`src/rtl/uart_tx_scheduler.sv`:
```
// Round-robin scheduler that shares one UART transmit serializer between two requesters.
// Optional `UART_TX_SCHED_IRQ_EN adds a sticky completion interrupt (irq / irq_clr).
module uart_tx_scheduler #(
  parameter int DATA_W  = 32,
  parameter int DIV_W   = 16,
  parameter int TIMEOUT = 4096
) (
  input  logic              clk,
  input  logic              rst,
  input  logic [DIV_W-1:0]  baud_div,
  input  logic              req0_valid,
  input  logic [DATA_W-1:0] req0_data,
  output logic              req0_ready,
  input  logic              req1_valid,
  input  logic [DATA_W-1:0] req1_data,
  output logic              req1_ready,
  output logic [DATA_W-1:0] ser_buffer,
  output logic              ser_enable,
  input  logic              ser_complete,
  output logic              busy,
  output logic              done,
  output logic              done_id,
  output logic              timeout_err
`ifdef UART_TX_SCHED_IRQ_EN
  ,
  output logic              irq,
  input  logic              irq_clr
`endif
);

  localparam int TW = $clog2(TIMEOUT + 1);

  typedef enum logic [1:0] {
    IDLE = 2'd0,
    SEND = 2'd1,
    DONE = 2'd2
  } state_t;

  state_t           state_r;
  logic [DIV_W-1:0] baud_cnt_r;
  logic [DIV_W-1:0] div_r;
  logic [TW-1:0]    tick_cnt_r;
  logic             last_grant_r;
  logic             cur_id_r;
  logic             seen_busy_r;
  logic             tick_s;
  logic             frame_end_s;
  logic             abort_s;
  logic             grant_valid_s;
  logic             grant_id_s;

  // Baud tick, frame-end / abort detection and round-robin grant selection
  always_comb begin
    tick_s        = (state_r == SEND) && (baud_cnt_r == div_r);
    frame_end_s   = (state_r == SEND) && seen_busy_r && ser_complete;
    abort_s       = tick_s && !frame_end_s && (tick_cnt_r == TW'(TIMEOUT - 1));
    grant_valid_s = req0_valid | req1_valid;
    grant_id_s    = (req0_valid && req1_valid) ? ~last_grant_r : req1_valid;
  end

  // Frame sequencer FSM with registered handshake, strobe and status outputs
  always_ff @(posedge clk) begin
    if (!rst) begin
      state_r      <= IDLE;
      baud_cnt_r   <= '0;
      div_r        <= '0;
      tick_cnt_r   <= '0;
      last_grant_r <= 1'b1;
      cur_id_r     <= 1'b0;
      seen_busy_r  <= 1'b0;
      req0_ready   <= 1'b0;
      req1_ready   <= 1'b0;
      ser_buffer   <= '0;
      ser_enable   <= 1'b0;
      busy         <= 1'b0;
      done         <= 1'b0;
      done_id      <= 1'b0;
      timeout_err  <= 1'b0;
    end else begin
      req0_ready  <= 1'b0;
      req1_ready  <= 1'b0;
      done        <= 1'b0;
      timeout_err <= 1'b0;
      ser_enable  <= 1'b0;
      case (state_r)
        IDLE: begin
          if (grant_valid_s) begin
            ser_buffer   <= grant_id_s ? req1_data : req0_data;
            cur_id_r     <= grant_id_s;
            last_grant_r <= grant_id_s;
            seen_busy_r  <= 1'b0;
            tick_cnt_r   <= '0;
            baud_cnt_r   <= '0;
            div_r        <= baud_div;
            req0_ready   <= ~grant_id_s;
            req1_ready   <= grant_id_s;
            busy         <= 1'b1;
            state_r      <= SEND;
          end else begin
            busy    <= 1'b0;
            state_r <= IDLE;
          end
        end
        SEND: begin
          if (!ser_complete) begin
            seen_busy_r <= 1'b1;
          end else begin
            seen_busy_r <= seen_busy_r;
          end
          // A new divisor is only picked up when the counter wraps
          if (tick_s) begin
            baud_cnt_r <= '0;
            div_r      <= baud_div;
            tick_cnt_r <= tick_cnt_r + TW'(1);
          end else begin
            baud_cnt_r <= baud_cnt_r + DIV_W'(1);
          end
          if (frame_end_s) begin
            done    <= 1'b1;
            done_id <= cur_id_r;
            state_r <= DONE;
          end else if (abort_s) begin
            timeout_err <= 1'b1;
            busy        <= 1'b0;
            state_r     <= IDLE;
          end else begin
            ser_enable <= tick_s;
            state_r    <= SEND;
          end
        end
        DONE: begin
          busy    <= 1'b0;
          state_r <= IDLE;
        end
        default: begin
          busy    <= 1'b0;
          state_r <= IDLE;
        end
      endcase
    end
  end

`ifdef UART_TX_SCHED_IRQ_EN
  // Sticky completion interrupt; a clear in the same cycle as a set wins
  always_ff @(posedge clk) begin
    if (!rst) begin
      irq <= 1'b0;
    end else if (irq_clr) begin
      irq <= 1'b0;
    end else begin
      irq <= irq | done | timeout_err;
    end
  end
`endif

endmodule

```
`config.mk`:
```
export PLATFORM = sky130hd
export DESIGN_NAME = uart_tx_scheduler
export DESIGN_NICKNAME = d
export VERILOG_FILES = /design/src/rtl/uart_tx_scheduler.sv
export SDC_FILE = /design/constraint.sdc
export NUM_CORES = 1
export LEC_CHECK = 0
export BUFFER_PORTS_ARGS = -buffer_cell sky130_fd_sc_hd__buf_2
export CORE_UTILIZATION = 50
export DETAILED_ROUTE_END_ITERATION = 7
export GPL_TIMING_DRIVEN = 1
export HOLD_SLACK_MARGIN = 0.15
export PLACE_DENSITY = 0.87
export SETUP_SLACK_MARGIN = 0.4
export SYNTH_ARGS = -nofsm -noshare
export SYNTH_HDL_FRONTEND = slang
export SYNTH_SLANG_ARGS = --single-unit
```
`constraint.sdc`:
```
create_clock -name clk -period 2.25 [get_ports clk]
set_clock_uncertainty 0.05 [all_clocks]
set_input_delay 0.45 -clock clk [delete_from_list [all_inputs] [get_ports clk]]
set_output_delay 0.45 -clock clk [all_outputs]
set_load 0.005 [all_outputs]
```
# Word level (Yosys, flattened, before mapping)
# Cells that the tools add are included.
classes:
  add_sub_neg: 2
  eq_ne: 8
  mux: 24
  n_bitwise: 5
  reduce_logical: 19
ops:
  columns: ["cell", "count"]
  rows:
  - ["2-to-1 mux 16 bit", 4]
  - ["case mux 16 bit (2 select lines)", 2]
  - ["2-to-1 mux 32 bit", 1]
  - ["2-to-1 mux 13 bit", 2]
  - ["case mux 13 bit (2 select lines)", 1]
  - ["adder 16 x 1 -> 16 bit (second input constant)", 1]
  - ["equality test 16 bit", 1]
  - ["adder 13 x 1 -> 13 bit (second input constant)", 1]
  - ["equality test 13 x 12 -> 1 bit (second input constant)", 1]
  - ["2-to-1 mux 1 bit", 10]
  - ["!= test 2 bit (second input constant)", 5]
  - ["AND reduction 2 bit", 5]
  - ["AND reduction 3 bit", 3]
  - ["logical AND 1 bit", 6]
  - ["inverter 1 bit", 4]
  - ["case mux 1 bit (2 select lines)", 2]
  - ["case mux 2 bit (2 select lines)", 1]
  - ["OR reduction 4 bit", 1]
  - ["OR reduction 3 bit", 1]
  - ["equality test 2 x 1 -> 1 bit (second input constant)", 1]
  - ["logical NOT 2 bit", 1]
  - ["2-to-1 mux 2 bit", 1]
  - ["nonzero test 2 bit", 1]
  - ["logical NOT 1 bit", 1]
  - ["OR 1 bit", 1]
totals:
  ff_bits: 89
  input_bits: 85
  out_inout_bits: 39
  word_cells: 73

# Logic depth before layout (Yosys ltp)
# Gate-level depths: netlist (run 1).
depth:
  ltp_word: 9
  ltp_mapped: 8
  ltp_nobuf: 6

# Worst setup path after synthesis (run 1)
# Ideal clock, no wire load.
synth_timing:
  path_type: "register to register"
  from: "reg baud_cnt_r[13]"
  to: "reg tick_cnt_r[10]"
  setup_ps: 131
  arrival_ps: 1610
  required_time_ps: 2069
  setup_slack_ps: 459
  path_stages_with_launch: 7
  n_path_buf: 1
  synth_period_minus_slack_ps: 1791
  path_cell_list: "dfxtp_1 > xor2_1 > nor4_2 > nand4_2 > clkbuf_1 > o311ai_1 > o41ai_1"
synth_between:
  elab_chain_cells: 4
synth_rtl:
  columns: ["element", "line", "text"]
  rows:
  - ["from (decl)", "40", "logic [DIV_W-1:0] baud_cnt_r;"]
  - ["from (signal assigned)", "116", "baud_cnt_r <= baud_cnt_r + DIV_W'(1);"]
  - ["equality test 16 bit", "54", "tick_s = (state_r == SEND) && (baud_cnt_r == div_r);"]
  - ["logical AND 1 bit", "54", null]
  - ["!= test 2 bit (no line)", null, null]
  - ["AND reduction 3 bit (no line)", null, null]
  - ["to (signal assigned)", "114", "tick_cnt_r <= tick_cnt_r + TW'(1);"]
  - ["to (decl)", "42", "logic [TW-1:0] tick_cnt_r;"]
# Every way passes these cells.
# A chain may end at the register's enable or synchronous reset.

# Worst setup path in the final report (run 1)
layout_timing:
  from: "reg div_r[8]"
  to: "reg tick_cnt_r[12]"
layout_between:
  elab_chain_cells: 4
layout_rtl:
  columns: ["element", "line", "text"]
  rows:
  - ["from (decl)", "41", "logic [DIV_W-1:0] div_r;"]
  - ["from (signal assigned)", "94", "div_r <= baud_div;"]
  - ["from (signal assigned)", "113", "div_r <= baud_div;"]
  - ["equality test 16 bit", "54", null]
  - ["logical AND 1 bit", "54", null]
  - ["!= test 2 bit (no line)", null, null]
  - ["AND reduction 3 bit (no line)", null, null]
# Every way passes these cells.

==> flow_summary_export.csv, run 1 <==
group,metric,value,unit
status,status,"finished, final reports clean",
setup_path,crit_chain,"xor2_2 -> nor4_2 -> buf_4 -> nand4_4 -> buf_6 -> o31ai_1 -> a21oi_2",
drt,firstDrtPassIters,4,
global_route,grt_overflow,0,
setup_path,worst-setup-path-type,"flip-flop to flip-flop",
layout,fin_nets,688,
placement,hpwl,7.41,mm
yosys,synth_top_area_cell,"dfxtp_1",
drt,ant_nets,0,
clock_network,cts_sinks,89,
pwr,switching_share,29.5,%
drt,routed_wl,11.6,mm
drt,via_per_inst,5.76,
sta,final_max_slew_viol_count,0,
global_route,grt_max_degree,65,
clock_network,cts_tree,"built",
sta,hold_viol,0,
floorplanning,start_util,52.6,%
placement,finalWeightedCongestion,0.835,
yosys,yosys-top-cells-area,"dfxtp_1 (43%), mux2i_1 (12%), a211oi_1 (5.8%), nor2_1 (5.5%), xor2_1 (5.1%)",
drt,num_vias,4076,
yosys,ys.flop_type,"dfxtp_1",
global_route,first_global_vias,3961,
min_path,hold_end,"div_r[2]",
yosys,synth_cells,461,
yosys,synthXorXnorAreaFrac,5.52,%
setup_path,critical-path-slowest-cell,"dfxtp_2",
yosys,yosys.area_share.simple,21.5,%
floorplanning,chipHeight,92.9,um
clock_network,cts-htree-levels,3,
pwr,clkPwrFrac,30.5,%
layout,drive_above_1_share,38.0,%
sta,hold_ws,0.260,ns
setup_path,crit_family,"simple AND/OR/NAND/NOR gates",
setup_path,end_kind,"flip-flop",
sta,slew_headroom,51.5,%
min_path,hold_path.class,"primary input to flip-flop",
drt,wl_per_cell,16.4,um
yosys,synth_compound_area_share,13.7,%
clock_network,clkTransAtPathRegs,0.09,ns
clock_network,clock_latency,0.36,ns
clock_network,numCtsBuffers,9,
pwr,pwr-share-comb,20.7,%
run,drv_cap,0,
floorplanning,coreArea,7850,um^2
setup_path,path_buf_inv,2,
sta,fin_setup_tns,0,ns
pwr,cellLeakagePower,0.00241,uW
setup_path,critical_path_depth,7,
clock_network,cts_max_path_buffers,2,
setup_path,max_stage_delay,0.35,ns
sta,min_period,1.94,ns
yosys,avgSynthCellArea,8.95,um^2
setup_path,reg2reg_to,"tick_cnt_r[12]",
yosys,synth_fp_nets,548,
pwr,seqPwrFrac,48.8,%
global_route,grtUsageTotal,26.5,%
floorplanning,die_w,92.9,um
yosys,synth_top_area_share,43.2,%
layout,antenna_cells,0,
global_route,grt_pass1_wl,18.0,mm
yosys,ys_seq_area_share,43.2,%
yosys,ys_seq_elements,89,
yosys,synth_fa_ha_area_share,0.606,%
setup_path,critPathLaunch,"div_r[8]",
clock_network,clockRootBuffer,"clkbuf_8",
min_path,whs_path_depth,3,
clock_network,hold_buffers,0,
yosys,synth_edf_count,0,
floorplanning,dieArea,8620,um^2
yosys,synth_warnings,0,
setup_path,cp-start-kind,"flip-flop",
floorplanning,rows,32,
pwr,power_switching,1060,uW
floorplanning,io_pins,124,
placement,place_ws,0.0803,ns
pwr,internal-power,2530,uW
sta,worst_pin_slew,0.720,ns
layout,areaGrowthSynthToFinish,33.9,%
setup_path,critPathRequiredTime,2.44,ns
setup_path,r2r_cells,7,
setup_path,cp_max_fo,5,
sta,fin_ws,0.310,ns
global_route,antenna_found_initial,0,
yosys,async_flop_share,0,%
yosys,synthMuxAreaShare,11.9,%
yosys,synth_top_family_by_area,"simple AND/OR/NAND/NOR gates",
sta,rsz0062_at_grt,"yes",
pwr,power_density,650,nW/um^2
sta,max_freq,0.515,GHz
placement,io_buffers,123,
sta,period_share,86.2,%
setup_path,ff2ff_setup_slack,0.31,ns
yosys,synth_cell_types,43,
setup_path,rr_startpoint,"div_r[8]",
drt,drc_errors,0,
pwr,ir_worst_vdd,423,uV
sta,setup_viol,0,
setup_path,cp.arrival,2.13,ns
yosys,synth_area,4130,um^2
drt,initialDrtViolationCount,288,
min_path,hold_start,"baud_div[2]",
[kinds of logic after synthesis]
group | after synthesis
buf+inv | 35
xor+xnor | 26
fa+ha+maj | 2
compound gates | 78
simple gates | 182
flops | 89
mux | 49
[final cells by class]
type,instances,area (um^2)
Inverter,4,15.0
Sequential cell,89,1810
Timing Repair Buffer,158,917
Fill cell,555,2320
Clock inverter,4,53.8
Tap cell,102,128
Multi-Input combinational cell,339,2460
Clock buffer,12,135
[worst min-delay path, stage by stage]
cell     delay [ns]
buf_2          0.10
nand2_1        0.04
mux2i_1        0.05
[worst max-delay path by stage]
stage | endpoint | slack, ns
floorplan | tick_cnt_r[10] | 0.46
global placement | tick_cnt_r[11] | 0.17
detailed placement | tick_cnt_r[9] | 0.08
CTS | baud_cnt_r[13] | 0.36
global route | tick_cnt_r[12] | 0.20
finish | tick_cnt_r[12] | 0.31
[layer usage]
layer / share of wire (%) / global-route usage (%)
met1: 39 / 30.1
met2: 51 / 45.1
met3: 6.5 / 6.24
met4: 3.6 / 15.8
met5: 0 / 0
[stage by stage]
| step | utilization [%] | instance area, um^2 | instances | total power [uW] |
|---|---|---|---|---|
| 6_report | 70.4 | 5530 | 708 | 3590 |
| 5_1_grt | 70.4 | 5530 | 708 | 3760 |
| 4_1_cts | 67.7 | 5320 | 704 | 3550 |
| 3_5_place_dp | 62.4 | 4900 | 673 | 2400 |
| 3_3_place_gp | 62.4 | 4900 | 673 | 2370 |
| 2_1_floorplan | - | 4130 | 461 | 2150 |
[layout by cell type (no fill, tap or decap), types with 4 or more instances in the layout]
cell and count:
buf_2 123, o21ai_1 4, dfxtp_4 4, a21oi_1 7, nand4_1 13, clkbuf_8 9, or2_2 5, nand3_1 11
and3_1 7, xor2_1 19, buf_6 7, mux2i_1 49, o31ai_1 4, nand2_1 52, buf_4 27, nor4_2 4
a211oi_1 32, dfxtp_1 72, xor2_2 5, dfxtp_2 13, nor2_1 59
[flip-flops by register name (all words and copies together), names as in the netlist]
| name | cells |
|---|---|
| seen_busy_r | 1 |
| ser_buffer | 32 |
| done_id | 1 |
| baud_cnt_r | 16 |
| busy | 1 |
| div_r | 16 |
| timeout_err | 1 |
| req1_ready | 1 |
| req0_ready | 1 |
| ser_enable | 1 |
| last_grant_r | 1 |
| cur_id_r | 1 |
| done | 1 |
| tick_cnt_r | 13 |
| state_r | 2 |
[Yosys cell counts, drive strengths merged, types with 3 or more instances]
master and count:
mux2i 49, xor2 24, o41ai 5, a211oi 32
nor2 60, o211ai 3, o21ai 8, nand4 14
and2 3, nor4 8, and4 5, buf 11
a21oi 11, o311ai 7, nand3 13, o31ai 4
or2 5, and3 7, clkbuf 20, nor3 4
dfxtp 89, nand2 52, or4 4, inv 4
[power groups by stage]
stage          Combinational (uW)  Clock (uW)  Sequential [uW]
6_report                      742        1100             1750
5_1_grt                       802        1190             1760
3_3_place_gp                  596           0             1780
2_1_floorplan                 374           0             1780
3_5_place_dp                  615           0             1780
4_1_cts                       703        1100             1750
[what timing repair did]
action	4_1_cts	5_1_grt
gates cloned	4	0
setup buffers	11	4
resized for setup	29	39
setup endpoints to repair	45	46
pin swaps	14	20
Power figures use the tool's default switching activity.
==> inputs of run 2 (changes only) <==
Settings changed: PLACE_DENSITY 0.87 to 0.78.
==> flow_summary_export.csv, run 2 (synthesis gave the netlist of run 1 again) <==
group,metric,value,unit
drt,routed_wl,11.6,mm
min_path,hold_end,"div_r[4]",
floorplanning,dieArea,8620,um^2
clock_network,clock_latency,0.36,ns
min_path,hold_start,"baud_div[4]",
layout,areaGrowthSynthToFinish,35.0,%
global_route,grtUsageTotal,24.7,%
drt,initialDrtViolationCount,223,
layout,postLayoutCellArea,5570,um^2
setup_path,path_buf_inv,2,
setup_path,cp-start-kind,"flip-flop",
global_route,grt_pass1_wl,16.8,mm
placement,io_buffers,123,
sta,slew_headroom,50.0,%
setup_path,r2r_cells,7,
layout,final_common_cell,"buf_2",
setup_path,critical-path-slowest-cell,"dfxtp_4",
setup_path,crit_family,"simple AND/OR/NAND/NOR gates",
placement,hpwl,7.14,mm
floorplanning,coreArea,7850,um^2
floorplanning,io_pins,124,
drt,firstDrtPassIters,6,
min_path,hold_path.class,"primary input to flip-flop",
clock_network,cts_tree,"built",
status,status,"finished, final reports clean",
floorplanning,die_w,92.9,um
sta,fin_setup_tns,0,ns
clock_network,clkTransAtPathRegs,0.09,ns
sta,setup_viol,0,
sta,worst_pin_slew,0.750,ns
min_path,whs_path_depth,3,
sta,period_share,88.1,%
floorplanning,start_util,52.6,%
setup_path,cp_max_fo,5,
setup_path,cp.arrival,2.18,ns
setup_path,ff2ff_setup_slack,0.27,ns
setup_path,end_kind,"flip-flop",
sta,max_freq,0.505,GHz
layout,largest_register,"ser_buffer",
setup_path,critPathRequiredTime,2.45,ns
layout,fin_cells,697,
clock_network,clockRootBuffer,"clkbuf_8",
setup_path,reg2reg_to,"tick_cnt_r[12]",
setup_path,crit_chain,"xor2_4 -> nor4_4 -> buf_4 -> nand4_4 -> buf_6 -> o31ai_1 -> a21oi_2",
drt,wl_per_cell,16.7,um
layout,drive_above_1_share,37.8,%
placement,dp_cells,669,
pwr,power,3720,uW
layout,regArea,1810,um^2
floorplanning,chipHeight,92.9,um
placement,finalWeightedCongestion,0.864,
clock_network,cts_max_path_buffers,2,
pwr,ir_worst_vdd,343,uV
setup_path,critical_path_depth,7,
layout,antenna_cells,0,
setup_path,max_stage_delay,0.38,ns
layout,largest_register_ffs,32,
sta,min_period,1.98,ns
clock_network,numCtsBuffers,9,
placement,postPlaceCellArea,4880,um^2
pwr,power_density,667,nW/um^2
layout,fin_nets,677,
global_route,first_global_vias,3677,
sta,final_max_slew_viol_count,0,
pwr,cellLeakagePower,0.00243,uW
setup_path,rr_startpoint,"baud_cnt_r[8]",
global_route,antenna_found_initial,0,
setup_path,worst-setup-path-type,"flip-flop to flip-flop",
run,drv_cap,0,
layout,fillers,606,
drt,num_vias,4026,
layout,multiInputGateArea,2560,um^2
global_route,grt_overflow,0,
layout,final_cell_mix,"buf_2 (124), dfxtp_1 (75), nor2_1 (58)",
sta,rsz0062_at_grt,"yes",
floorplanning,rows,32,
global_route,grt_max_degree,65,
layout,reg_top3,"ser_buffer (32), baud_cnt_r (16), div_r (16)",
drt,drc_errors,0,
drt,ant_nets,0,
drt,via_per_inst,5.78,
sta,hold_viol,0,
clock_network,cts-htree-levels,3,
clock_network,cts_sinks,89,
run 2: final cells by class:
type	instances	share of cell area, %
clock buffer	13	3.03
clock inverter	3	0.853
inverter	4	0.269
multi-input combinational	339	45.9
sequential	89	32.4
tap	102	2.29
timing repair buffer	147	15.2
run 2: repair_timing:
item / in CTS / in global routing
hold buffers: 0 / 0
resized for setup: 20 / 52
buffers inserted: 6 / 2
cloned: 1 / 3
endpoints found under the setup margin: 47 / 46
pin swaps: 7 / 22
run 2: power breakdown:
group,internal [uW],switching (uW)
clock,610,575
sequential,1680,76.7
combinational,346,429
total,2640,1080
run 2: metal layers:
metal	track usage, %	up-vias	share of wire, %
li1	-	1928	-
met1	30.7	1873	41
met3	5.01	35	6.8
met5	0	-	0
met2	41.5	190	50
met4	9.74	0	2.5
run 2: per-stage QoR:
stage               utilization (%)  setup WS (ns)  hold slack, ns
floorplan                         -          0.459           0.376
global placement               62.2          0.201           0.397
detailed placement             62.2         0.0843           0.400
CTS                            67.0          0.340           0.267
global route                   71.0          0.243           0.270
finish                         71.0          0.268           0.271
run 2: how the worst max path moves through the flow:
stage | startpoint | slack (ns) | to
5_1_grt | baud_cnt_r[15] | 0.24 | baud_cnt_r[14]
3_3_place_gp | baud_cnt_r[8] | 0.20 | div_r[12]
6_report | baud_cnt_r[8] | 0.27 | tick_cnt_r[12]
2_1_floorplan | baud_cnt_r[13] | 0.46 | tick_cnt_r[10]
3_5_place_dp | baud_cnt_r[13] | 0.08 | tick_cnt_r[8]
4_1_cts | baud_cnt_r[5] | 0.34 | tick_cnt_r[12]
run 2: worst register-to-register path, delay by kind of cell, from the launching register on:
family	cells	cell delay (ns)
buffers and inverters	2	0.38
AO/OA/AOI/OAI	2	0.41
flip-flops	1	0.38
AND/OR/NAND/NOR	2	0.43
XOR/XNOR	1	0.20
==> inputs of run 3 (changes only) <==
--- a/config.mk
+++ b/config.mk
@@ -8,4 +8,5 @@
 export BUFFER_PORTS_ARGS = -buffer_cell sky130_fd_sc_hd__buf_2
 export CORE_UTILIZATION = 50
+export CTS_CLUSTER_SIZE = 24
 export DETAILED_ROUTE_END_ITERATION = 7
 export GPL_TIMING_DRIVEN = 1
==> constraint.sdc (replaced) <==
create_clock -name clk -period 2.25 [get_ports clk]
set_clock_uncertainty 0.05 [all_clocks]
set_input_delay 0.225 -clock clk [delete_from_list [all_inputs] [get_ports clk]]
set_output_delay 0.225 -clock clk [all_outputs]
set_load 0.005 [all_outputs]
==> flow_summary_export.csv, run 3 (synthesis gave the netlist of run 1 again) <==
group,metric,value,unit
clock_network,numCtsBuffers,9,
setup_path,cp-start-kind,"flip-flop",
sta,setup_viol,0,
layout,fin_cells,733,
setup_path,cpMostUsedCell,"buf_4",
floorplanning,chipHeight,92.9,um
pwr,power_density,622,nW/um^2
drt,firstDrtPassIters,5,
sta,max_freq,0.475,GHz
min_path,hold_start,"req1_data[15]",
setup_path,critPathRequiredTime,2.41,ns
placement,hpwl,7.05,mm
layout,largest_register_ffs,32,
sta,rsz0062_at_grt,"yes",
drt,wl_per_cell,16.8,um
sta,period_share,93.6,%
global_route,first_global_vias,3977,
global_route,grt_overflow,0,
min_path,whs_path_depth,3,
min_path,hold_path.class,"primary input to flip-flop",
floorplanning,rows,32,
sta,min_period,2.11,ns
layout,final_common_cell,"buf_2",
drt,via_per_inst,5.74,
sta,slew_headroom,26.7,%
global_route,grtUsageTotal,27.4,%
drt,routed_wl,12.3,mm
setup_path,r2r_cells,7,
pwr,seqPwrFrac,49.7,%
global_route,grt_pass1_wl,18.6,mm
status,status,"finished, final reports clean",
placement,dp_cells,668,
placement,finalWeightedCongestion,0.867,
floorplanning,coreArea,7850,um^2
setup_path,path_buf_inv,2,
setup_path,end_kind,"flip-flop",
pwr,switching_share,29.9,%
setup_path,rr_startpoint,"baud_cnt_r[0]",
clock_network,clockRootBuffer,"clkbuf_8",
pwr,clkPwrFrac,28.6,%
sta,hold_viol,0,
placement,postPlaceCellArea,4850,um^2
floorplanning,die_w,92.9,um
clock_network,cts_tree,"built",
layout,antenna_cells,0,
setup_path,cp.arrival,2.27,ns
floorplanning,dieArea,8620,um^2
setup_path,worst-setup-path-type,"flip-flop to flip-flop",
clock_network,clkTransAtPathRegs,0.09,ns
sta,final_max_slew_viol_count,0,
placement,io_buffers,123,
layout,utilization,72.5,%
setup_path,crit_family,"compound AO/OA/AOI/OAI gates",
run,drv_cap,0,
setup_path,cp_max_fo,7,
setup_path,crit_chain,"xor2_1 -> nor4_2 -> buf_4 -> nand4_4 -> buf_4 -> o21ai_1 -> a2111oi_0",
pwr,cellLeakagePower,0.00250,uW
layout,final_cell_mix,"buf_2 (123), dfxtp_1 (75), nor2_1 (60)",
clock_network,cts-htree-levels,3,
setup_path,critical_path_depth,7,
drt,num_vias,4205,
layout,areaGrowthSynthToFinish,37.8,%
layout,fillers,547,
drt,drc_errors,0,
sta,fin_setup_tns,0,ns
layout,reg_top3,"ser_buffer (32), baud_cnt_r (16), div_r (16)",
global_route,grt_max_degree,65,
sta,worst_pin_slew,1.09,ns
layout,largest_register,"ser_buffer",
drt,ant_nets,0,
pwr,internal-power,2480,uW
clock_network,cts_sinks,89,
pwr,power_switching,1060,uW
pwr,ir_worst_vdd,390,uV
global_route,antenna_found_initial,0,
layout,postLayoutCellArea,5690,um^2
layout,fin_nets,713,
clock_network,cts_max_path_buffers,2,
drt,initialDrtViolationCount,318,
setup_path,critPathLaunch,"baud_cnt_r[0]",
setup_path,critical-path-slowest-cell,"a2111oi_0",
clock_network,clock_latency,0.37,ns
floorplanning,start_util,52.6,%
layout,drive_above_1_share,34.9,%
floorplanning,io_pins,124,
pwr,pwr-share-comb,21.7,%
setup_path,max_stage_delay,0.54,ns
-- run 3: cell type report --
cell class	instances	area, um^2	area share [%]
multi-input combinational	337	2360	41.6
sequential	89	1800	31.7
timing repair buffer	185	1200	21.2
clock buffer	12	145	2.55
tap	102	128	2.24
clock inverter	4	28.8	0.506
inverter	4	15.0	0.264
-- run 3: metal layers --
layer,track usage (%),vias up,share of wire [%]
li1,-,1993,-
met2,45.3,264,49
met5,0,-,0
met1,33.4,1890,39
met4,14.4,0,4.1
met3,5.50,58,8.3
-- run 3: worst paths after layout --
kind / end / slack [ns]
worst max register to register: state_r[0] / 0.14
worst min-delay path: ser_buffer[15] / 0.15
worst max-delay path: state_r[0] / 0.14
worst min register to register: cur_id_r / 0.42
-- run 3: per-stage QoR --
step                total power (uW)  setup WS, ns  hold slack, ns
floorplan                       2150         0.459           0.314
global placement                2370         0.206           0.390
detailed placement              2390        0.0572           0.393
CTS                             3450         0.400           0.150
global route                    3680        0.0125           0.163
finish                          3540         0.144           0.146
-- run 3: repair_timing --
item	CTS	global route
cloned	0	1
gates resized for setup	16	35
hold endpoints to repair	28	0
setup endpoints to repair	47	80
pin swaps	11	10
hold buffers	29	0
setup buffers	10	9
-- run 3: power groups by stage --
stage | logic, uW | registers, uW | clock network, uW
2_1_floorplan | 374 | 1780 | 0
3_3_place_gp | 589 | 1780 | 0
3_5_place_dp | 608 | 1780 | 0
4_1_cts | 701 | 1750 | 1000
5_1_grt | 833 | 1770 | 1080
6_report | 768 | 1760 | 1010
-- run 3: worst register-to-register path, cell delays in order (launching register included) --
cell,delay (ns)
dfxtp_2,0.45
xor2_1,0.28
nor4_2,0.07
buf_4,0.15
nand4_4,0.13
buf_4,0.18
o21ai_1,0.10
a2111oi_0,0.54
